File: config.mk
export PLATFORM = sky130hd
export DESIGN_NAME = mem_req_arbiter
export DESIGN_NICKNAME = d
export VERILOG_FILES = /design/src/rtl/mem_req_arbiter_pkg.sv /design/src/rtl/mem_req_arbiter_rr_arbiter.sv /design/src/rtl/mem_req_arbiter.sv
export SDC_FILE = /design/constraint.sdc
export NUM_CORES = 1
export LEC_CHECK = 0
export BUFFER_PORTS_ARGS = -buffer_cell sky130_fd_sc_hd__buf_2
export CAP_MARGIN = 5
export CORE_MARGIN = 4
export CORE_UTILIZATION = 44
export CTS_CLUSTER_SIZE = 8
export DETAILED_ROUTE_END_ITERATION = 8
export GPL_TIMING_DRIVEN = 0
export PLACE_DENSITY_LB_ADDON = 0.05
export SLEW_MARGIN = 5
export SYNTH_ARGS = -nofsm -noshare
export SYNTH_HDL_FRONTEND = slang
export SYNTH_SLANG_ARGS = --single-unit
File: constraint.sdc
create_clock -name clk -period 2.94 [get_ports clk]
set_input_delay 0.441 -clock clk [delete_from_list [all_inputs] [get_ports clk]]
set_output_delay 0.441 -clock clk [all_outputs]
set_load 0.05 [all_outputs]
File: src/rtl/mem_req_arbiter_pkg.sv
// Shared types and helpers for the parity-memory request arbiter.
// Holds FSM state and memory-op encodings plus the parity function.
package mem_arb_pkg;

  typedef enum logic [1:0] {IDLE, ACCESS, CAPTURE, DONE} arb_state_t;

  typedef enum logic {OP_READ, OP_WRITE} mem_op_t;

  localparam int PARITY_MAX_W = 64;

  // Zero-extending a narrower word leaves its XOR parity unchanged.
  function automatic logic xor_parity(input logic [PARITY_MAX_W-1:0] d);
    return ^d;
  endfunction

endpackage

File: src/rtl/mem_req_arbiter_rr_arbiter.sv
// Combinational round-robin select: the first requester at or after
// the pointer wins, wrapping modulo NUM_REQ.
module rr_arbiter #(
  parameter int NUM_REQ = 4
) (
  input  logic [NUM_REQ-1:0]         req,
  input  logic [$clog2(NUM_REQ)-1:0] pointer,
  output logic [NUM_REQ-1:0]         grant,
  output logic [$clog2(NUM_REQ)-1:0] grant_idx,
  output logic                       any_req
);

  localparam int IDX_W = $clog2(NUM_REQ);

  always_comb begin
    grant     = '0;
    grant_idx = '0;
    any_req   = 1'b0;
    // Offset 0 is the pointer itself; positions past the top wrap to 0.
    for (int off = 0; off < NUM_REQ; off++) begin
      for (int j = 0; j < NUM_REQ; j++) begin
        if (!any_req && req[j] &&
            ((int'(pointer) + off == j) || (int'(pointer) + off == j + NUM_REQ))) begin
          any_req   = 1'b1;
          grant[j]  = 1'b1;
          grant_idx = IDX_W'(j);
        end
      end
    end
  end

endmodule

File: src/rtl/mem_req_arbiter.sv
// Shares one single-port parity memory among NUM_REQ requesters with
// round-robin arbitration, one strobe per transaction and read parity check.
module mem_req_arbiter
  import mem_arb_pkg::*;
#(
  parameter int NUM_REQ = 4,
  parameter int ADDR_W  = 16,
  parameter int DATA_W  = 8
) (
  input  logic                        clk,
  input  logic                        reset,
  input  logic [NUM_REQ-1:0]          req,
  input  logic [NUM_REQ-1:0]          req_we,
  input  logic [NUM_REQ*ADDR_W-1:0]   req_addr,
  input  logic [NUM_REQ*DATA_W-1:0]   req_wdata,
  output logic [NUM_REQ-1:0]          ack,
  output logic [DATA_W-1:0]           rdata,
  output logic                        rdata_perr,
  output logic                        busy,
  output logic [$clog2(NUM_REQ)-1:0]  grant_id,
  output logic                        mem_write,
  output logic                        mem_read,
  output logic [DATA_W-1:0]           mem_data_in,
  output logic [ADDR_W-1:0]           mem_address,
  input  logic [DATA_W:0]             mem_data_out
);

  localparam int IDX_W = $clog2(NUM_REQ);

  arb_state_t         state_q, state_d;
  logic [IDX_W-1:0]   ptr_q, ptr_next;
  logic [IDX_W-1:0]   grant_id_q;

  logic [NUM_REQ-1:0] win_grant;
  logic [IDX_W-1:0]   win_idx;
  logic               any_req;

  logic               sel_we;
  logic [ADDR_W-1:0]  sel_addr;
  logic [DATA_W-1:0]  sel_wdata;

  mem_op_t            op_p0;
  logic [ADDR_W-1:0]  addr_p0;
  logic [DATA_W-1:0]  wdata_p0;

  logic [DATA_W-1:0]  rdata_p1;
  logic               perr_p1;
  logic [DATA_W-1:0]  cap_data;
  logic               cap_perr;

  rr_arbiter #(
    .NUM_REQ (NUM_REQ)
  ) u_rr (
    .req       (req),
    .pointer   (ptr_q),
    .grant     (win_grant),
    .grant_idx (win_idx),
    .any_req   (any_req)
  );

  // One-hot mux of the winner's operation fields.
  always_comb begin
    sel_we    = 1'b0;
    sel_addr  = '0;
    sel_wdata = '0;
    for (int i = 0; i < NUM_REQ; i++) begin
      if (win_grant[i]) begin
        sel_we    = req_we[i];
        sel_addr  = req_addr[i*ADDR_W +: ADDR_W];
        sel_wdata = req_wdata[i*DATA_W +: DATA_W];
      end
    end
  end

  assign cap_data = mem_data_out[DATA_W-1:0];
  assign cap_perr = mem_data_out[DATA_W] ^ xor_parity(PARITY_MAX_W'(cap_data));

  assign ptr_next = (grant_id_q == IDX_W'(NUM_REQ - 1)) ? '0 : grant_id_q + IDX_W'(1);

  always_ff @(posedge clk) begin
    if (reset) begin
      state_q    <= IDLE;
      ptr_q      <= '0;
      grant_id_q <= '0;
      op_p0      <= OP_READ;
      addr_p0    <= '0;
      wdata_p0   <= '0;
      rdata_p1   <= '0;
      perr_p1    <= 1'b0;
    end else begin
      state_q <= state_d;
      // Stage p0: the winner's request is latched; the requester is not re-sampled.
      if (state_q == IDLE && any_req) begin
        grant_id_q <= win_idx;
        op_p0      <= sel_we ? OP_WRITE : OP_READ;
        addr_p0    <= sel_addr;
        wdata_p0   <= sel_wdata;
      end
      // Stage p1: memory returns read data the cycle after the read strobe.
      if (state_q == CAPTURE) begin
        rdata_p1 <= cap_data;
        perr_p1  <= cap_perr;
      end
      if (state_q == DONE) begin
        ptr_q <= ptr_next;
      end
    end
  end

  always_comb begin
    state_d   = state_q;
    ack       = '0;
    mem_write = 1'b0;
    mem_read  = 1'b0;
    unique case (state_q)
      IDLE: begin
        if (any_req) state_d = ACCESS;
      end
      ACCESS: begin
        mem_write = (op_p0 == OP_WRITE);
        mem_read  = (op_p0 == OP_READ);
        state_d   = (op_p0 == OP_WRITE) ? DONE : CAPTURE;
      end
      CAPTURE: begin
        state_d = DONE;
      end
      DONE: begin
        for (int i = 0; i < NUM_REQ; i++) begin
          if (grant_id_q == IDX_W'(i)) ack[i] = 1'b1;
        end
        state_d = IDLE;
      end
      default: state_d = IDLE;
    endcase
  end

  assign busy        = (state_q != IDLE);
  assign grant_id    = grant_id_q;
  assign mem_address = addr_p0;
  assign mem_data_in = wdata_p0;
  assign rdata       = rdata_p1;
  assign rdata_perr  = perr_p1;

endmodule
# Yosys cells after proc, flatten, opt, wreduce, memory -nomap -nowiden
# Index checks and enable logic that the tools add are counted.
# word_totals
register_bits	40
inputBits	115
out_inout_bits	42
wordCells	182
# classes
add_sub_neg	4
eq_ne	31
muxes	70
bitwise_logic	2
reduce_logical	67
# op_table
cell	count
$eq A32 B4 Y1 const B	12
$eq A32 B3 Y1 const B	6
$logic_not A32 Y1	4
$eq A32 B2 Y1 const B	3
$mux W16	4
$reduce_xor A64 Y1	1
$mux W1	44
$logic_and A1 B1 Y1	32
$mux W2	16
$mux W8	4
$logic_not A1 Y1	15
$eq A2 B2 Y1 const B	6
$logic_or A1 B1 Y1	12
$pmux W2 S4	1
$add A2 B2 Y3 const B	2
$eq A2 B1 Y1 const B	3
$logic_not A2 Y1	2
$mux W4	1
$add A2 B1 Y3 const B	1
$add A2 B1 Y2 const B	1
$ne A2 B2 Y1 const B	1
$reduce_bool A2 Y1	1
$not A1 Y1	1
$xor A1 B1 Y1	1

# Logic depth before layout (Yosys ltp)
# Gate-level depths: netlist of run 1.
# depth
depth_word	65
depth_mapped	9
depth_no_buf	7

# Hierarchy
# A second synthesis of run 1 with hierarchy kept.
# unflattened
cells_unflattened	365
hier_area_um2	2623.8
# by_module_without_submodules
module	n_inst	cells_per_inst	area_each_um2	seq_area_each_um2
mem_req_arbiter	1	336	2427.3	800.8
rr_arbiter	1	29	196.4	0.0

# Worst setup path after synthesis of run 1
# No wires, ideal clock.
# synth_path
path_type	register to register
from	register state_q[0]
to	register wdata_p0[7], in the netlist mem_data_in[7]
setup_time_ns	0.134
arrival_ns	1.821
required_time_ns	2.806
setup_slack_ns	0.985
stages_incl_launch_ff	10
n_path_buf	2
period_less_slack_ns	1.955
path_cell_list	dfxtp_1 -> inv_1 -> ha_1 -> inv_1 -> a21o_2 -> nor2_1 -> nand2b_1 -> clkbuf_1 -> buf_2 -> o221ai_1
# synth_between
elab_chain_len	2
# synth_rtl
item	line	source
start: declaration	mem_req_arbiter.sv:30	arb_state_t state_q, state_d;
start signal: assignment	mem_req_arbiter.sv:91	state_q <= state_d;
$logic_not A2 Y1	mem_req_arbiter.sv:93	if (state_q == IDLE && any_req) begin
$logic_and A1 B1 Y1	mem_req_arbiter.sv:93	
end signal: assignment	mem_req_arbiter.sv:97	wdata_p0 <= sel_wdata;
end: declaration	mem_req_arbiter.sv:44	logic [DATA_W-1:0] wdata_p0;
# No other way between the ends.
# A chain may end at the register's enable or synchronous reset.

# Final worst setup path of run 1
# layout_path
from	register state_q[0]
to	register addr_p0[11], in the netlist mem_address[11]
# layout_between
elab_chain_len	2
# layout_rtl
item	line	source
$logic_not A2 Y1	mem_req_arbiter.sv:93	
$logic_and A1 B1 Y1	mem_req_arbiter.sv:93	
end signal: assignment	mem_req_arbiter.sv:96	addr_p0 <= sel_addr;
end: declaration	mem_req_arbiter.sv:43	logic [ADDR_W-1:0] addr_p0;
# No other way between the ends.

==> flow_summary.yaml, run 1 <==
routing:
  drc: 0
  routedWlPerCell_um: 14.81
  vias_per_cell: 5.310
  wl_um: 7081
  detail-route-antenna-nets: 0
  vias: 2538
  drt_iter0_markers: 310
  drt_pass1_iterations: 8
logic_synthesis:
  synthTopCellsByArea: "dfxtp_1 36%, a222oi_1 11%, o221ai_1 10%, inv_1 5.3%, mux2i_1 5.0%"
  synth_area_mm2: 0.002208
  synth.yosys.seq_area_share_pct: 36.26
  yosysWarnings: 0
  synthTopCellsByCount: "40 x dfxtp_1, 31 x inv_1, 28 x nand2_1, 26 x o221ai_1, 25 x a222oi_1"
  synth_mux_area_share_pct: 4.986
  synth_top_area_share_pct: 36.26
  async_flop_share_pct: 0
  synth_edf_count: 0
  yosysUniqueCellTypes: 31
  synth_compound_area_share_pct: 27.20
  syn-num-nets: 371
  yosys.area_share.adder_pct: 4.533
  postSynthAreaPerCell_um2: 8.905
  yosys.area_share.simple_pct: 11.78
  synth_top_area_cell: "dfxtp_1"
  ys.flop_type: "dfxtp_1"
  syn_inst: 248
  synth_xor_area_share_pct: 3.399
  synth-seq-cells: 40
  synth_top_family_by_area: "compound AO/OA/AOI/OAI gates"
  synth_most_common_cell: "dfxtp_1"
sta:
  period_share_pct: 69.33
  skew_ps: 3.774
  rsz0062_at_grt: "false"
  setup_violations: 0
  clock.fmax_mhz: 490.6
  relSlewSlack_pct: 57.49
  maxSlewViolCount: 0
  setup_tns_ps: 0
  worst_pin_slew_ps: 637.7
  timing.hold.ws_ps: 403.1
  min_period_ps: 2038
  hold_viol_final: 0
place:
  place_congestion: 0.7881
  placed_cells: 470
  dpl.hpwl_um: 5552
  port_buffers: 155
grt:
  grt_pass1_vias: 2352
  grt_overflow: 0
  grtUsageTotal_pct: 22.59
  grt_pass1_wl_um: 11040
  grt_start_max_net_pins: 14
  antenna_found_initial: 0
floorplan:
  core_area_mm2: 0.004786
  initial_utilization_pct: 46.14
  ios: 157
  die_h_um: 78.85
  die_w_um: 78.85
  fp-row-count: 25
  dieArea_mm2: 0.006217
layout:
  drive_gt1_share_pct: 43.80
  post_layout_nonfiller_instances: 478
  diodes: 0
  syn_to_final_growth_pct: 42.89
  nNetsFinal: 533
clock_tree:
  cts_tree: "done"
  cts_resized: 0
  post_cts.repair.setup_buffers: 0
  cts_max_path_buffers: 2
  clock_latency_ps: 290
  htreeDepth: 2
  cts_root_buf: "clkbuf_8"
  clkTransAtPathRegs_ps: 80
  cts_sinks: 40
  holdBufCountCts: 0
  cts_inserted_buffers: 5
critical_path:
  reg2reg_to: "mem_address[11]"
  critPathKind: "reg -> reg"
  r2r_setup_slack_ps: 900
  r2r_cells: 8
  crit_top_cell: "inv_1"
  path_max_fanout: 10
  worst_setup_path_end_kind: "flip-flop"
  slowest_delay_ps: 410
  cp_slowest_cell: "dfxtp_1"
  path_cells: "inv_1 > ha_1 > inv_1 > a21o_2 > nor2_1 > nand2_1 > clkbuf_1 > o221ai_1"
  start_kind: "flip-flop"
  worst_ep_arrival_time_ps: 2200
  timing.rr.start: "state_q[0]"
  cp.required_ps: 3100
hold_path:
  holdCritPathClass: "in -> reg"
  hold_depth: 3
  min_to: "rdata[6]"
  min-delay-start: "mem_data_out[6]"
pwr:
  max-vdd-ir-drop_mv: 0.4205
  leakage_nw: 1.641
  cellPowerDensity_mw_per_mm2: 839.3
flow_run:
  maxCapViolCount: 0
outcome:
  outcome: "finished, final reports clean"
-- sequential cells by signal (all words and copies together) (netlist names) --
| name | cells |
|---|---|
| state_q | 2 |
| mem_data_in | 8 |
| rdata | 8 |
| ptr_q | 2 |
| op_p0 | 1 |
| mem_address | 16 |
| grant_id | 2 |
| rdata_perr | 1 |
-- placed cells by master (no fill, tap or decap) --
cell type  instances
buf_2            162
dfxtp_1           40
inv_1             31
nand2_1           28
o221ai_1          26
a222oi_1          25
nor2_1            17
mux2i_1           11
clkbuf_1           8
ha_1               8
a21oi_1            6
and2_1             5
xnor2_1            5
clkbuf_8           5
nor2b_1            4
buf_6              4
clkinv_2           3
a211oi_1           3
nor2_2             2
o22ai_1            2
o21ai_0            2
nand2b_1           2
buf_8              2
a21o_2             1
o221a_1            1
o211a_1            1
xnor3_1            1
xor2_1             1
nand3_1            1
nor3_1             1
a22o_1             1
a221oi_1           1
clkinv_4           1
-- power by group --
group          switching (mW)  internal, mW  total [mW]
Combinational            1.04         0.439        1.48
Sequential             0.0951         0.710       0.805
Clock                   0.197         0.165       0.363
Total                    1.33          1.31        2.65
-- stage by stage --
| step | setup slack [ps] | power, mW | utilization [%] | area [µm²] |
|---|---|---|---|---|
| 2_1_floorplan | 985.2 | 1.912 | - | 2208 |
| 3_3_place_gp | 910.8 | 2.283 | 64.10 | 3068 |
| 3_5_place_dp | 906.3 | 2.304 | 64.10 | 3068 |
| 4_1_cts | 922.7 | 2.673 | 65.93 | 3156 |
| 5_1_grt | 694.8 | 2.829 | 65.93 | 3156 |
| 6_report | 901.7 | 2.649 | 65.93 | 3156 |
-- worst max-delay path by stage --
stage	start	endpoint	slack, ps	cells after the start
finish	state_q[0]	mem_address[11]	900	8
global route	state_q[0]	mem_data_in[2]	690	8
CTS	state_q[0]	mem_address[2]	920	8
detailed placement	req[2]	mem_data_in[3]	910	7
global placement	req[1]	mem_address[6]	910	7
floorplan	state_q[0]	mem_data_in[7]	990	9
-- logic make-up after synthesis --
family                   after synthesis
AO/OA/AOI/OAI                         69
multiplexers                          11
buffers and inverters                 53
XOR/XNOR                               7
flip-flops                            40
adder cells (fa/ha/maj)                8
AND/OR/NAND/NOR                       60
-- routing by layer --
layer / track usage, % / vias up / part of all wire (%)
met5: 0 / - / 0
met4: 5.842 / 0 / 0.72
met3: 7.710 / 6 / 10
met2: 38.37 / 120 / 51
met1: 27.34 / 1173 / 39
li1: - / 1239 / -
-- critical path, delay by kind of cell, from the launching register on --
| family | cells | cell delay (ps) |
|---|---|---|
| buffers and inverters | 3 | 640 |
| AOI/OAI and AO/OA | 2 | 320 |
| and+or+nand+nor | 2 | 290 |
| DFF | 1 | 410 |
| adders and majority gates | 1 | 230 |
-- cell type report --
class | instances | area [µm²]
plain buffers | 21 | 140.1
clock buffers | 5 | 68.82
clock inverters | 3 | 18.77
fillers | 463 | 1630
inverters | 32 | 121.4
multi-input cells | 155 | 1146
flip-flops and latches | 40 | 800.8
well taps | 67 | 83.83
repair buffers | 155 | 775.7
Note: power is estimated with default switching activity, not from simulation.
==> run 2, diff against run 1 <==
- ABC_AREA: default -> 1
- CORE_UTILIZATION: 44 -> 46
- clock period: 2.94 -> 2.1 ns (I/O delays scaled with it)
==> run 2 against run 1 <==
The run now ends with setup timing left. Sequential power is 49% higher. Combinational power grew 120%. Sequential share of layout area decreased by 7.1 points. First-iteration DRC count down 64%. Setup slack got worse by 960 ps. Power up 92%. Critical path depth rose by 7. Synthesized cell count increased by 110%. Non-clock buffer count increased by 24. Critical endpoint is now mem_address[14]. Largest cell class unchanged. Largest power group unchanged. Highest routed layer unchanged.
==> flow_summary.yaml, run 2 <==
outcome:
  outcome: "finished with violations"
  violations: "setup timing"
layout:
  diodes: 0
  fin_util_pct: 69.73
  fillers: 596
  post_layout_nonfiller_instances: 775
  ff_latch_area_um2: 808.3
  design_area_mm2: 0.004428
  nNetsFinal: 820
  syn_to_final_growth_pct: 47.95
  largest_register_ffs: 16
  multiInputGateArea_mm2: 0.001809
  layout_common_cells: "156 x buf_2, 141 x nand2_1, 100 x inv_1"
  final_common_cell: "buf_2"
  drive_gt1_share_pct: 34.96
logic_synthesis:
  syn-num-nets: 633
  postSynthAreaPerCell_um2: 5.868
  synthTopCellsByCount: "146 x nand2_1, 102 x inv_1, 57 x a21oi_1, 56 x nor2_1, 40 x dfxtp_1"
  ys.flop_type: "dfxtp_1"
  synth_top_area_cell: "dfxtp_1"
  synth_most_common_cell: "nand2_1"
  synth_area_mm2: 0.002993
  synth_compound_area_share_pct: 12.12
  yosysUniqueCellTypes: 28
  synth_edf_count: 0
  yosys.area_share.adder_pct: 3.344
  synth_xor_area_share_pct: 2.341
  yosys.area_share.simple_pct: 38.21
  async_flop_share_pct: 0
  synth_mux_area_share_pct: 0
  synthTopCellsByArea: "dfxtp_1 27%, nand2_1 18%, inv_1 13%, a21oi_1 9.5%, nor2_1 7.0%"
  synth.yosys.seq_area_share_pct: 26.76
  yosysWarnings: 0
  synth-seq-cells: 40
  synth_top_area_share_pct: 26.76
  syn_inst: 510
  synth_top_family_by_area: "simple AND/OR/NAND/NOR gates"
routing:
  detail-route-antenna-nets: 0
  drt_pass1_iterations: 4
  routedWlPerCell_um: 12.39
  drt_iter0_markers: 111
  drc: 0
  wl_um: 9606
  vias: 3623
  vias_per_cell: 4.675
pwr:
  power.total_mw: 5.083
  max-vdd-ir-drop_mv: 0.8345
  leakage_nw: 2.608
  cellPowerDensity_mw_per_mm2: 1148
floorplan:
  core_area_mm2: 0.006350
  initial_utilization_pct: 47.13
  ios: 157
  dieArea_mm2: 0.007861
  die_w_um: 88.66
  fp-row-count: 29
  die_h_um: 88.66
sta:
  setup_tns_ps: -405.4
  period_share_pct: 102.6
  skew_ps: 9.378
  timing.hold.ws_ps: 260.9
  min_period_ps: 2155
  setup_violations: 22
  setup_slack_ps: -55.04
  maxSlewViolCount: 0
  clock.fmax_mhz: 464.0
  worst_pin_slew_ps: 494.7
  rsz0062_at_grt: "true"
  hold_viol_final: 0
  relSlewSlack_pct: 67.02
critical_path:
  reg2reg_to: "mem_address[14]"
  startpoint: "ptr_q[0]"
  critPathKind: "reg -> reg"
  start_kind: "flip-flop"
  cp.required_ps: 2340
  worst_setup_path_end_kind: "flip-flop"
  r2r_cells: 15
  path_max_fanout: 10
  worst_ep_arrival_time_ps: 2400
  r2r_setup_slack_ps: -60
  timing.rr.start: "ptr_q[0]"
clock_tree:
  holdBufCountCts: 0
  cts_max_path_buffers: 2
  cts_root_buf: "clkbuf_8"
  clock_latency_ps: 300
  cts_inserted_buffers: 5
  cts_tree: "done"
  cts_sinks: 40
  htreeDepth: 2
  clkTransAtPathRegs_ps: 90
grt:
  grt_pass1_vias: 3187
  grt_overflow: 0
  grt_start_max_net_pins: 14
  grtUsageTotal_pct: 22.87
  grt_pass1_wl_um: 14210
  antenna_found_initial: 0
place:
  port_buffers: 156
  dpl.hpwl_um: 6860
  place_congestion: 0.8840
  place_ws_ps: -257.2
  placed_area_mm2: 0.003870
  placed_cells: 743
flow_run:
  maxCapViolCount: 0
hold_path:
  holdCritPathClass: "in -> reg"
  min-delay-start: "mem_data_out[4]"
  hold_depth: 3
  min_to: "rdata[4]"
[run 2: repair_timing]
item                                    CTS  global route
buffers inserted                         15             8
resized for setup                        39            33
pin swaps                                10            14
endpoints found under the setup margin   28            29
gates cloned                              1             1
[run 2: metal layers]
metal | track usage (%) | wire [µm] | up-vias
met5 | 0 | 0 | -
met4 | 7.555 | 161 | 0
met1 | 27.04 | 3802 | 1558
met3 | 6.983 | 927 | 15
li1 | - | - | 1920
met2 | 39.27 | 4714 | 130
[run 2: worst max path at each step]
stage / endpoint / slack [ps]
floorplan: grant_id[0] / 130
global placement: grant_id[1] / -190
detailed placement: grant_id[0] / -260
CTS: mem_address[4] / -80
global route: op_p0 / -190
finish: mem_address[14] / -60
[run 2: cell type report]
type / count / share of cell area (%)
Multi-Input combinational cell: 346 / 40.86
Timing Repair Buffer: 180 / 22.44
Sequential cell: 40 / 18.25
Inverter: 104 / 9.099
Buffer: 20 / 4.662
Tap cell: 77 / 2.176
Clock buffer: 5 / 1.554
Clock inverter: 3 / 0.9607
[run 2: cell families after synthesis]
group,Yosys count
simple gates,259
flops,40
xor+xnor,8
fa+ha+maj,8
buf+inv,124
compound gates,71
[run 2: worst max-delay path, stage by stage, from the launching register on]
cell and delay, ps:
dfxtp_4 430, inv_4 50, nand3_4 70, nand2_4 70, nor2_4 140, buf_4 110
nand2_1 50, or3_1 430, nand3_2 140, inv_4 70, buf_6 150, a21oi_1 160
nor2_1 70, nand3_2 60, nand2_1 50, inv_1 40
[run 2: where the power goes]
group          total, mW  switching, mW  internal, mW
Combinational       3.25           2.16          1.09
Clock              0.640          0.288         0.352
Sequential          1.20          0.163          1.03
